--- config.mk ---
export PLATFORM = sky130hd
export DESIGN_NAME = mult_unit_flat
export DESIGN_NICKNAME = d
export VERILOG_FILES = /design/src/rtl/mult_if.sv /design/src/rtl/mult_unit.sv /design/src/flat_wrapper.sv
export SDC_FILE = /design/constraint.sdc
export NUM_CORES = 1
export LEC_CHECK = 0
export CORE_MARGIN = 2
export CORE_UTILIZATION = 62
export CTS_BUF_LIST = sky130_fd_sc_hd__clkbuf_2
export DETAILED_ROUTE_END_ITERATION = 10
export PLACE_DENSITY = 0.86
export SLEW_MARGIN = 20
export SYNTH_ARGS = -nofsm -noshare
export SYNTH_HDL_FRONTEND = slang
export SYNTH_SLANG_ARGS = --single-unit
--- constraint.sdc ---
create_clock -name clk -period 5.42 [get_ports clk]
set_input_delay 1.084 -clock clk [delete_from_list [all_inputs] [get_ports clk]]
set_output_delay 1.084 -clock clk [all_outputs]
set_load 0.01 [all_outputs]
--- src/rtl/mult_if.sv ---
// Operand, control and HI/LO result bundle for the iterative 32x32 multiplier.
interface mult_if;
    logic        start;
    logic        is_signed;
    logic [31:0] a;
    logic [31:0] b;
    logic        hi_we;
    logic        lo_we;
    logic [31:0] wdata;
    logic        busy;
    logic        done;
    logic [31:0] hi;
    logic [31:0] lo;

    modport master (
        output start, is_signed, a, b, hi_we, lo_we, wdata,
        input  busy, done, hi, lo
    );

    modport slave (
        input  start, is_signed, a, b, hi_we, lo_we, wdata,
        output busy, done, hi, lo
    );
endinterface

--- src/rtl/mult_unit.sv ---
// Sequential shift-add MULT/MULTU unit with HI/LO registers (MTHI/MTLO/MFHI/MFLO).
// Define MULT_SIGNED_EN to honour is_signed; otherwise every operation is MULTU.
module mult_unit (
    input  logic clk,
    input  logic rst,
    mult_if.slave bus
);

    typedef enum logic [1:0] {
        S_IDLE = 2'd0,
        S_RUN  = 2'd1,
        S_DONE = 2'd2
    } state_t;

    state_t      r_state;
    state_t      w_state_nxt;
    logic [63:0] r_acc;
    logic [63:0] r_mcand;
    logic [31:0] r_mplr;
    logic [4:0]  r_cnt;
    logic        r_fin;
    logic [31:0] r_hi;
    logic [31:0] r_lo;
    logic        w_load;
    logic        w_step;
    logic        w_commit;
    logic        w_mt_ok;

`ifdef MULT_SIGNED_EN
    logic        r_neg;

    function automatic logic [31:0] f_mag(input logic [31:0] x, input logic sgn);
        return (sgn && x[31]) ? (~x + 32'd1) : x;
    endfunction

    function automatic logic [63:0] f_neg64(input logic [63:0] x);
        return ~x + 64'd1;
    endfunction
`else
    logic        w_unused_sign;
    assign w_unused_sign = bus.is_signed;
`endif

    always_comb begin
        w_state_nxt = r_state;
        w_load      = 1'b0;
        w_step      = 1'b0;
        w_commit    = 1'b0;
        w_mt_ok     = 1'b0;
        case (r_state)
            S_IDLE: begin
                w_mt_ok = 1'b1;
                if (bus.start) begin
                    w_load      = 1'b1;
                    w_state_nxt = S_RUN;
                end
            end
            S_RUN: begin
                // The extra cycle after the 32nd step writes the finished accumulator to HI/LO.
                if (r_fin) begin
                    w_commit    = 1'b1;
                    w_state_nxt = S_DONE;
                end else begin
                    w_step = 1'b1;
                end
            end
            S_DONE: begin
                w_mt_ok     = 1'b1;
                w_state_nxt = S_IDLE;
            end
            default: w_state_nxt = S_IDLE;
        endcase
    end

    always_ff @(posedge clk) begin
        if (rst) begin
            r_state <= S_IDLE;
            r_acc   <= '0;
            r_mcand <= '0;
            r_mplr  <= '0;
            r_cnt   <= '0;
            r_fin   <= 1'b0;
            r_hi    <= '0;
            r_lo    <= '0;
`ifdef MULT_SIGNED_EN
            r_neg   <= 1'b0;
`endif
        end else begin
            r_state <= w_state_nxt;
            if (w_load) begin
`ifdef MULT_SIGNED_EN
                r_mcand <= {32'd0, f_mag(bus.a, bus.is_signed)};
                r_mplr  <= f_mag(bus.b, bus.is_signed);
                r_neg   <= (bus.a[31] ^ bus.b[31]) & bus.is_signed;
`else
                r_mcand <= {32'd0, bus.a};
                r_mplr  <= bus.b;
`endif
                r_acc   <= '0;
                r_cnt   <= '0;
                r_fin   <= 1'b0;
            end
            if (w_step) begin
                if (r_mplr[0]) begin
                    r_acc <= r_acc + r_mcand;
                end
                r_mcand <= r_mcand << 1;
                r_mplr  <= r_mplr >> 1;
                r_cnt   <= r_cnt + 5'd1;
                r_fin   <= (r_cnt == 5'd31);
            end
            // A product overwrites both halves; MTHI/MTLO only land outside RUN.
            if (w_commit) begin
`ifdef MULT_SIGNED_EN
                {r_hi, r_lo} <= r_neg ? f_neg64(r_acc) : r_acc;
`else
                {r_hi, r_lo} <= r_acc;
`endif
                r_fin <= 1'b0;
            end else if (w_mt_ok) begin
                if (bus.hi_we) begin
                    r_hi <= bus.wdata;
                end
                if (bus.lo_we) begin
                    r_lo <= bus.wdata;
                end
            end
        end
    end

    assign bus.busy = (r_state == S_RUN);
    assign bus.done = (r_state == S_DONE);
    assign bus.hi   = r_hi;
    assign bus.lo   = r_lo;

endmodule

--- src/flat_wrapper.sv ---
// flat-port wrapper written by rule: the top's interface ports become plain ports
module mult_unit_flat 
  (clk, rst, bus_start, bus_is_signed, bus_a, bus_b, bus_hi_we, bus_lo_we, bus_wdata, bus_busy, bus_done, bus_hi, bus_lo);
  mult_if bus_i ();
  input  logic clk;
  input  logic rst;
  input wire logic [$bits(bus_i.start)-1:0] bus_start;
  input wire logic [$bits(bus_i.is_signed)-1:0] bus_is_signed;
  input wire logic [$bits(bus_i.a)-1:0] bus_a;
  input wire logic [$bits(bus_i.b)-1:0] bus_b;
  input wire logic [$bits(bus_i.hi_we)-1:0] bus_hi_we;
  input wire logic [$bits(bus_i.lo_we)-1:0] bus_lo_we;
  input wire logic [$bits(bus_i.wdata)-1:0] bus_wdata;
  output wire logic [$bits(bus_i.busy)-1:0] bus_busy;
  output wire logic [$bits(bus_i.done)-1:0] bus_done;
  output wire logic [$bits(bus_i.hi)-1:0] bus_hi;
  output wire logic [$bits(bus_i.lo)-1:0] bus_lo;
  assign bus_i.start = bus_start;
  assign bus_i.is_signed = bus_is_signed;
  assign bus_i.a = bus_a;
  assign bus_i.b = bus_b;
  assign bus_i.hi_we = bus_hi_we;
  assign bus_i.lo_we = bus_lo_we;
  assign bus_i.wdata = bus_wdata;
  assign bus_busy = bus_i.busy;
  assign bus_done = bus_i.done;
  assign bus_hi = bus_i.hi;
  assign bus_lo = bus_i.lo;
  mult_unit u_core (.clk(clk), .rst(rst), .bus(bus_i));
endmodule
## Yosys cells after proc, flatten, opt, wreduce, memory -nomap -nowiden

Index checks and enable logic that the tools add are counted.

- Bits in registers: 232
- Output and inout port bits: 66

- Reductions and logical operators: 11
- Add/subtract/negate cells: 2
- Multiplexer cells: 27
- Equality and inequality tests: 5

Operators with widths:

| cell | count |
|---|---|
| $mux 64 | 5 |
| $mux 32 | 6 |
| $add 64x64->64 | 1 |
| $mux 31 | 2 |
| $mux 5 | 2 |
| $mux 1 | 9 |
| $reduce_bool 2->1 | 4 |
| $reduce_and 2->1 | 3 |
| $reduce_or 2->1 | 3 |
| $add 5x1->5 const B | 1 |
| $eq 5x5->1 const B | 1 |
| $mux 2 | 2 |
| $pmux 2 s2 | 1 |
| $eq 2x1->1 const B | 1 |
| $eq 2x2->1 const B | 1 |
| $logic_not 2->1 | 1 |
| $ne 2x1->1 const B | 1 |
| $ne 2x2->1 const B | 1 |

## Depth between registers and ports, before layout

Gate-level depths: netlist of the first run.

- Depth after elaboration: 5
- Mapped depth: 13
- Mapped depth without buffers: 13

## Worst setup path before layout of the first run

Ideal clock, no wire load.

- Path type: flip-flop to flip-flop
- From: reg u_core.r_mcand[0]
- To: reg u_core.r_acc[62]
- Cell stages (with the launch flop): 14
- Slack: 2.568 ns
- Data arrival time: 2.726 ns
- Setup time: 0.127 ns
- Period minus slack after synthesis: 2.852 ns
- Cells stage by stage: dfxtp_1 > ha_1 > fa_1 > a211oi_2 > o21bai_2 > a211oi_4 > nor3_2 > o2111a_1 > nor2_2 > o21ba_4 > o211ai_2 > a21oi_2 > xor2_1 > o21ai_1

- Cells in the longest elaborated chain, start to end: 3

RTL lines:

| what | RTL line | RTL |
|---|---|---|
| start, declared | mult_unit.sv:18 | `logic [63:0] r_mcand;` |
| start signal, assigned | mult_unit.sv:96 | `r_mcand <= {32'd0, bus.a};` |
| start signal, assigned | mult_unit.sv:107 | `r_mcand <= r_mcand << 1;` |
| $add 64x64->64 | mult_unit.sv:105 | `r_acc <= r_acc + r_mcand;` |
| $mux 64 | mult_unit.sv:104 | `if (r_mplr[0]) begin` |
| $mux 64 | mult_unit.sv:103 | `if (w_step) begin` |
| end signal, assigned | mult_unit.sv:105 |  |
| end, declared | mult_unit.sv:17 | `logic [63:0] r_acc;` |

No other way between the ends.
A chain may end at the register's enable or synchronous reset.

## Worst setup path in the final report of the first run

- From: reg u_core.r_state[0]
- To: out bus_busy

- Cells in the longest elaborated chain, start to end: 1

RTL lines:

| what | RTL line | RTL |
|---|---|---|
| start, declared | mult_unit.sv:15 | `state_t r_state;` |
| start signal, assigned | mult_unit.sv:89 | `r_state <= w_state_nxt;` |
| $eq 2x1->1 | mult_unit.sv:131 | `assign bus.busy = (r_state == S_RUN);` |
| end, declared | flat_wrapper.sv:14 | `output wire logic [$bits(bus_i.busy)-1:0] bus_busy;` |

No other way between the ends.

==> impl_results.md, run 1 <==
* Simple-Gate Fraction of Synth Area at 0.165
* Final GP Congestion at 0.998
* Row count at 51
* Std-Cell Core Area at 0.0195 mm2
* Post-synth EDFFs at 0
* Pre-CTS setup slack at 1930 ps
* Die area at 0.0211 mm2
* Final period util at 0.638
* Post-synth top area share at 0.376
* # port buffers at 166
* Die width at 145 um
* Worst Path Max Fanout at 5
* Crit path time final at 3460 ps
* # setup viols final at 0
* Post-CTS sizing at 0
* Post-synth ARST share at 0
* Top_reg_cell synth: dfxtp_1
* Antenna Nets Post-Route at 0
* Logic pwr share at 0.156
* Pre-Repair DR Iteration Count at 5
* DR vias at 11800
* Int Power at 0.00248 W
* Fill cell count at 1546
* Initial antenna violation count at 2
* Clk pin slew, worst setup/hold paths at 110 ps
* Layout cells sized above 1 at 0.0904
* All-Layer GR Usage at 0.342
* YS warnings at 0
* Ports at 168
* WHS at 464 ps
* Maxcap violations at 0
* Setup TNS at 0 ps
* Kind of cell adding the most delay to the critical path: buffers and inverters
* Pins Over Slew Limit at 0
* Max Fclk at 289 MHz
* Worst min path class: reg2reg
* Seq pwr share at 0.519
* Critical path cell sequence: nand2b_1, inv_1, clkdlybuf4s50_1
* Adder-Cell Fraction of Synth Area at 0.0675
* Slew headroom at 0.327
* Final nets at 1780
* DRC at 0
* Largest family of logic cells by synthesized area: compound AO/OA/AOI/OAI gates
* Crit. End Element: primary output
* Setup Skew at 46.9 ps
* Count leader, synth: dfxtp_1
* Leak pwr at 6.09 nW
* Crit Path Category: reg2out
* Cell type with the largest total area after synthesis: dfxtp_1
* Routed len/inst at 19.3 um
* Max stage delay on crit path at 620 ps
* Vias per inst at 6.15
* Psw at 0.00107 W
* Grt ovf at 0
* Max Root-Sink Buffers at 3
* Final hold violation count at 0
* Synth area leaders: dfxtp_1 (38%), ha_1 (6.6%), mux2i_1 (5.4%), a21oi_1 (5.3%), nor2_1 (5.2%)
* Overall Power at 0.00355 W
* Worst VDD drop at 0.159 mV
* Starting Density at 0.632
* Largest net degree at the start of global routing at 100
* Mux cell area share after synthesis at 0.0543
* Vias in the first global route at 11200
* Synth Instances at 1482
* RSZ-0062 raised after global routing: no
* Hpwl dp at 26500 um
* Critical path required time at 4340 ps
* CTS Sinks at 232
* Xor/xnor share of the synthesized area at 0.0419
* Distinct cell type count after synthesis at 71
* Cell area after synthesis at 0.0123 mm2
* Final setup margin at 1960 ps
* Power share of the clock group at 0.324
* Hold Buf Count CTS at 0
* Root buf cell: clkbuf_2
* Worst Path Buf+Inv at 2
* Num CTS Buffers at 56
* Total wire length at 36900 um
* Clock Latency Late Sink at 860 ps
* Slew @ Worst Pin at 1010 ps
* DRT iter0 DRCs at 911
* Mapped Nets at 1650
* Avg Cell Area, Syn at 8.33 um2
* Critical Path AT at 2370 ps
* Register area share after synthesis at 0.376
* Status: complete, no violations
* H-tree levels at 2
* Die Height at 145 um
* Setup Buffers After CTS at 0
* Worst Setup Start Kind: flop
* Critical-path top delay cell: clkdlybuf4s50_1
* Commonest cells post-synth: dfxtp_1 (232), nor2_1 (172), nand2_1 (140)
* Global-route wire length before repair at 58900 um
* Register bit total from synthesis at 232
* CTS tree: yes
* Area Overhead vs Synth at 17.9%
* Sw Ratio at 0.300
* Compound-Gate Fraction of Synth Area at 0.254
* PD cells at 244 mW/mm2
cell type report:
class / count / area, um2 / share of cell area
clock buffer: 82 / 410 / 0.0282
multi-input combinational: 1123 / 7250 / 0.498
inverter: 19 / 71.3 / 0.00490
clock inverter: 13 / 82.6 / 0.00567
tap: 265 / 332 / 0.0228
timing repair buffer: 180 / 1770 / 0.121
sequential: 232 / 4640 / 0.319
antenna: 1 / 2.50 / 0.000172
worst paths after layout:
| check | startpoint | endpoint | slack (ps) | depth (start not counted) |
|---|---|---|---|---|
| max | u_core.r_state[0] | bus_busy | 1960 | 3 |
| min reg2reg | u_core.r_mplr[30] | u_core.r_mplr[30] | 460 | 2 |
| max reg2reg | u_core.r_mcand[0] | u_core.r_acc[56] | 2100 | 13 |
| min | u_core.r_mplr[30] | u_core.r_mplr[30] | 460 | 2 |
sequential cells by signal (all words and copies together), names as in the netlist:
register,cells
u_core.r_acc,64
u_core.bus.hi,32
u_core.r_state,2
u_core.r_mplr,32
u_core.bus.lo,32
u_core.r_fin,1
u_core.r_cnt,5
u_core.r_mcand,64
worst min-delay path: stages (launching register included):
cell and delay (ps):
dfxtp_1 330, nand2_1 50, a21oi_1 50
power groups by stage:
stage	clock network [W]	logic, W	registers (W)
finish	0.00115	0.000555	0.00184
global route	0.00126	0.000599	0.00185
CTS	0.00117	0.000553	0.00184
detailed placement	0	0.000549	0.00188
global placement	0	0.000538	0.00188
floorplan	0	0.000307	0.00188
cells by family (layout without fill, tap and decap cells):
logic type,count (synthesis),after routing
flip-flops,232,232
multiplexers,67,67
AO/OA/AOI/OAI,474,474
adder cells (fa/ha/maj),66,66
XOR/XNOR,59,59
buffers and inverters,127,294
other,0,1
AND/OR/NAND/NOR,457,457
cells in the final DEF, fill, tap and decap left out, drive strengths merged, types with 34 or more instances in the layout:
cell,n
a211oi,68
a21o,38
a21oi,137
a22oi,66
clkbuf,82
clkdlybuf4s50,165
dfxtp,232
ha,65
mux2i,67
nand2,140
nand3,34
nor2,175
nor3,43
o21ai,70
o22ai,35
metrics by stage:
step            util  area [um2]  instances
5_1_grt        0.746       14600       1915
2_1_floorplan      -       12300       1482
4_1_cts        0.745       14600       1914
3_3_place_gp   0.720       14100       1819
3_5_place_dp   0.720       14100       1819
6_report       0.746       14600       1915
per-layer routing:
metal / vias up / wire [um] / GRT usage
met5: - / 8 / 0
met4: 2 / 1330 / 0.136
met3: 100 / 2910 / 0.0651
met2: 461 / 17500 / 0.569
met1: 5552 / 15200 / 0.439
li1: 5667 / - / -
(Power assumes the default switching activity.)
==> run 2, diff against run 1 <==
CORE_UTILIZATION = 57   (was 62)
PLACE_DENSITY = 0.79   (was 0.86)
clock period = 3.2 ns   (was 5.42 ns; I/O delays follow)
==> impl_results.md, run 2 (synthesis results as in run 1) <==
* Worst VDD drop at 0.244 mV
* Crit Reg-Reg Startpoint: u_core.r_mcand[0]
* Pins Over Slew Limit at 0
* Num CTS Buffers at 60
* Crit Path Category: reg2reg
* Pre-Repair DR Iteration Count at 5
* Final GP Congestion at 1.00
* Vias in the first global route at 11200
* WHS at 141 ps
* Hpwl dp at 27300 um
* Reg-to-Reg End: u_core.r_acc[62]
* Area Overhead vs Synth at 20.6%
* Layout cells sized above 1 at 0.109
* Die Height at 151 um
* Commonest cells after routing, fill and taps aside: dfxtp_1 (232), nor2_1 (170), clkdlybuf4s50_1 (165)
* RSZ-0062 raised after global routing: no
* Worst Path Max Fanout at 4
* Vias per inst at 6.05
* Worst min path class: in2reg
* Psw at 0.00184 W
* # setup viols final at 0
* Worst Setup Start Kind: flop
* Pre-CTS setup slack at 66.4 ps
* Status: complete, no violations
* Slew headroom at 0.449
* CTS tree: yes
* Hold Buf Count CTS at 0
* Final hold violation count at 0
* Most common cell after layout, fill and taps aside: dfxtp_1
* Power share of the clock group at 0.332
* # port buffers at 166
* Slew @ Worst Pin at 826 ps
* PD cells at 411 mW/mm2
* Ports at 168
* Max Root-Sink Buffers at 3
* CTS Sinks at 232
* Global-route wire length before repair at 57600 um
* Std-Cell Core Area at 0.0212 mm2
* Total wire length at 37600 um
* Die area at 0.0229 mm2
* Die width at 151 um
* Starting Density at 0.584
* Routed len/inst at 19.2 um
* DRC at 0
* Row count at 53
* Reg2reg path depth at 13
* Seq pwr share at 0.510
* Logic pwr share at 0.159
* Critical path required time at 3960 ps
* All-Layer GR Usage at 0.320
* Fill cell count at 1762
* Sw Ratio at 0.301
* Final period util at 0.951
* Regs by FF count: u_core.r_acc (64), u_core.r_mcand (64)
* DR vias at 11800
* Largest net degree at the start of global routing at 146
* Final nets at 1812
* Initial antenna violation count at 2
* Clock Latency Late Sink at 900 ps
* Crit. End Element: flop
* Maxcap violations at 0
* Crit path time final at 3040 ps
* Final setup margin at 156 ps
* Leak pwr at 6.28 nW
* Critical Path AT at 3800 ps
* Grt ovf at 0
* Antenna Nets Post-Route at 0
* Int Power at 0.00428 W
* Setup crit start: u_core.r_mcand[0]
* Setup Skew at 63.7 ps
* H-tree levels at 2
* Setup TNS at 0 ps
* Clk pin slew, worst setup/hold paths at 100 ps
* Root buf cell: clkbuf_2
* Max Fclk at 329 MHz
* CP endpoint: u_core.r_acc[62]
* Flop2flop setup slack at 160 ps
* DRT iter0 DRCs at 669
run 2: cell count changes in the layout (fill, tap and decap cells not counted), sizes merged:
cell	previous run	this run
clkinvlp	1	0
buf	15	43
inv	20	19
clkinv	10	8
clkbuf	82	89
diode	1	2
run 2: critical path: stages (launching register included):
cell and delay, ps:
dfxtp_1 340, ha_1 230, fa_2 400, a211oi_4 250, o21bai_2 140, a211oi_4 260, nor3_2 120, o2111a_1 280
nor2_2 130, o21ba_4 220, o211ai_2 110, a21oi_2 170, xor2_1 160, o21ai_1 70
run 2: through the flow:
stage	instance area, um2	utilization	power [W]	cells
2_1_floorplan	12300	-	0.00370	1482
3_3_place_gp	14300	0.678	0.00412	1856
3_5_place_dp	14300	0.678	0.00414	1856
4_1_cts	14800	0.702	0.00615	1954
5_1_grt	14900	0.703	0.00638	1956
6_report	14900	0.704	0.00612	1957
run 2: cell type report:
type / instances / area, um2 / area share
sequential: 232 / 4640 / 0.312
inverter: 19 / 71.3 / 0.00479
antenna: 2 / 5.00 / 0.000336
clock inverter: 9 / 66.3 / 0.00446
timing repair buffer: 208 / 2040 / 0.137
multi-input combinational: 1123 / 7270 / 0.488
clock buffer: 89 / 445 / 0.0299
tap: 275 / 344 / 0.0231
run 2: how the worst min path moves through the flow:
stage / start / to / slack, ps / cells past startpoint
global route: rst / u_core.r_state[0] / 120 / 2
detailed placement: u_core.r_mplr[17] / u_core.r_mplr[17] / 450 / 2
finish: rst / u_core.r_state[1] / 140 / 2
CTS: rst / u_core.r_state[1] / 100 / 2
floorplan: u_core.r_mplr[10] / u_core.r_mplr[10] / 440 / 2
global placement: u_core.r_mplr[29] / u_core.r_mplr[29] / 440 / 2
run 2: power by group through the flow:
| stage | Sequential [W] | Combinational, W | Clock [W] |
|---|---|---|---|
| floorplan | 0.00318 | 0.000520 | 0 |
| global placement | 0.00318 | 0.000944 | 0 |
| detailed placement | 0.00318 | 0.000961 | 0 |
| CTS | 0.00312 | 0.000966 | 0.00206 |
| global route | 0.00313 | 0.00105 | 0.00220 |
| finish | 0.00312 | 0.000972 | 0.00203 |
run 2: timing repair:
action | 4_1_cts | 5_1_grt
endpoints found under the setup margin | 0 | 11
gates resized for setup | 0 | 4
buffers inserted | 0 | 1
run 2: layer usage:
metal  wire length, um  track usage
met5                17            0
met3              2680       0.0587
met4              1440        0.147
met2             17500        0.533
met1             15900        0.405
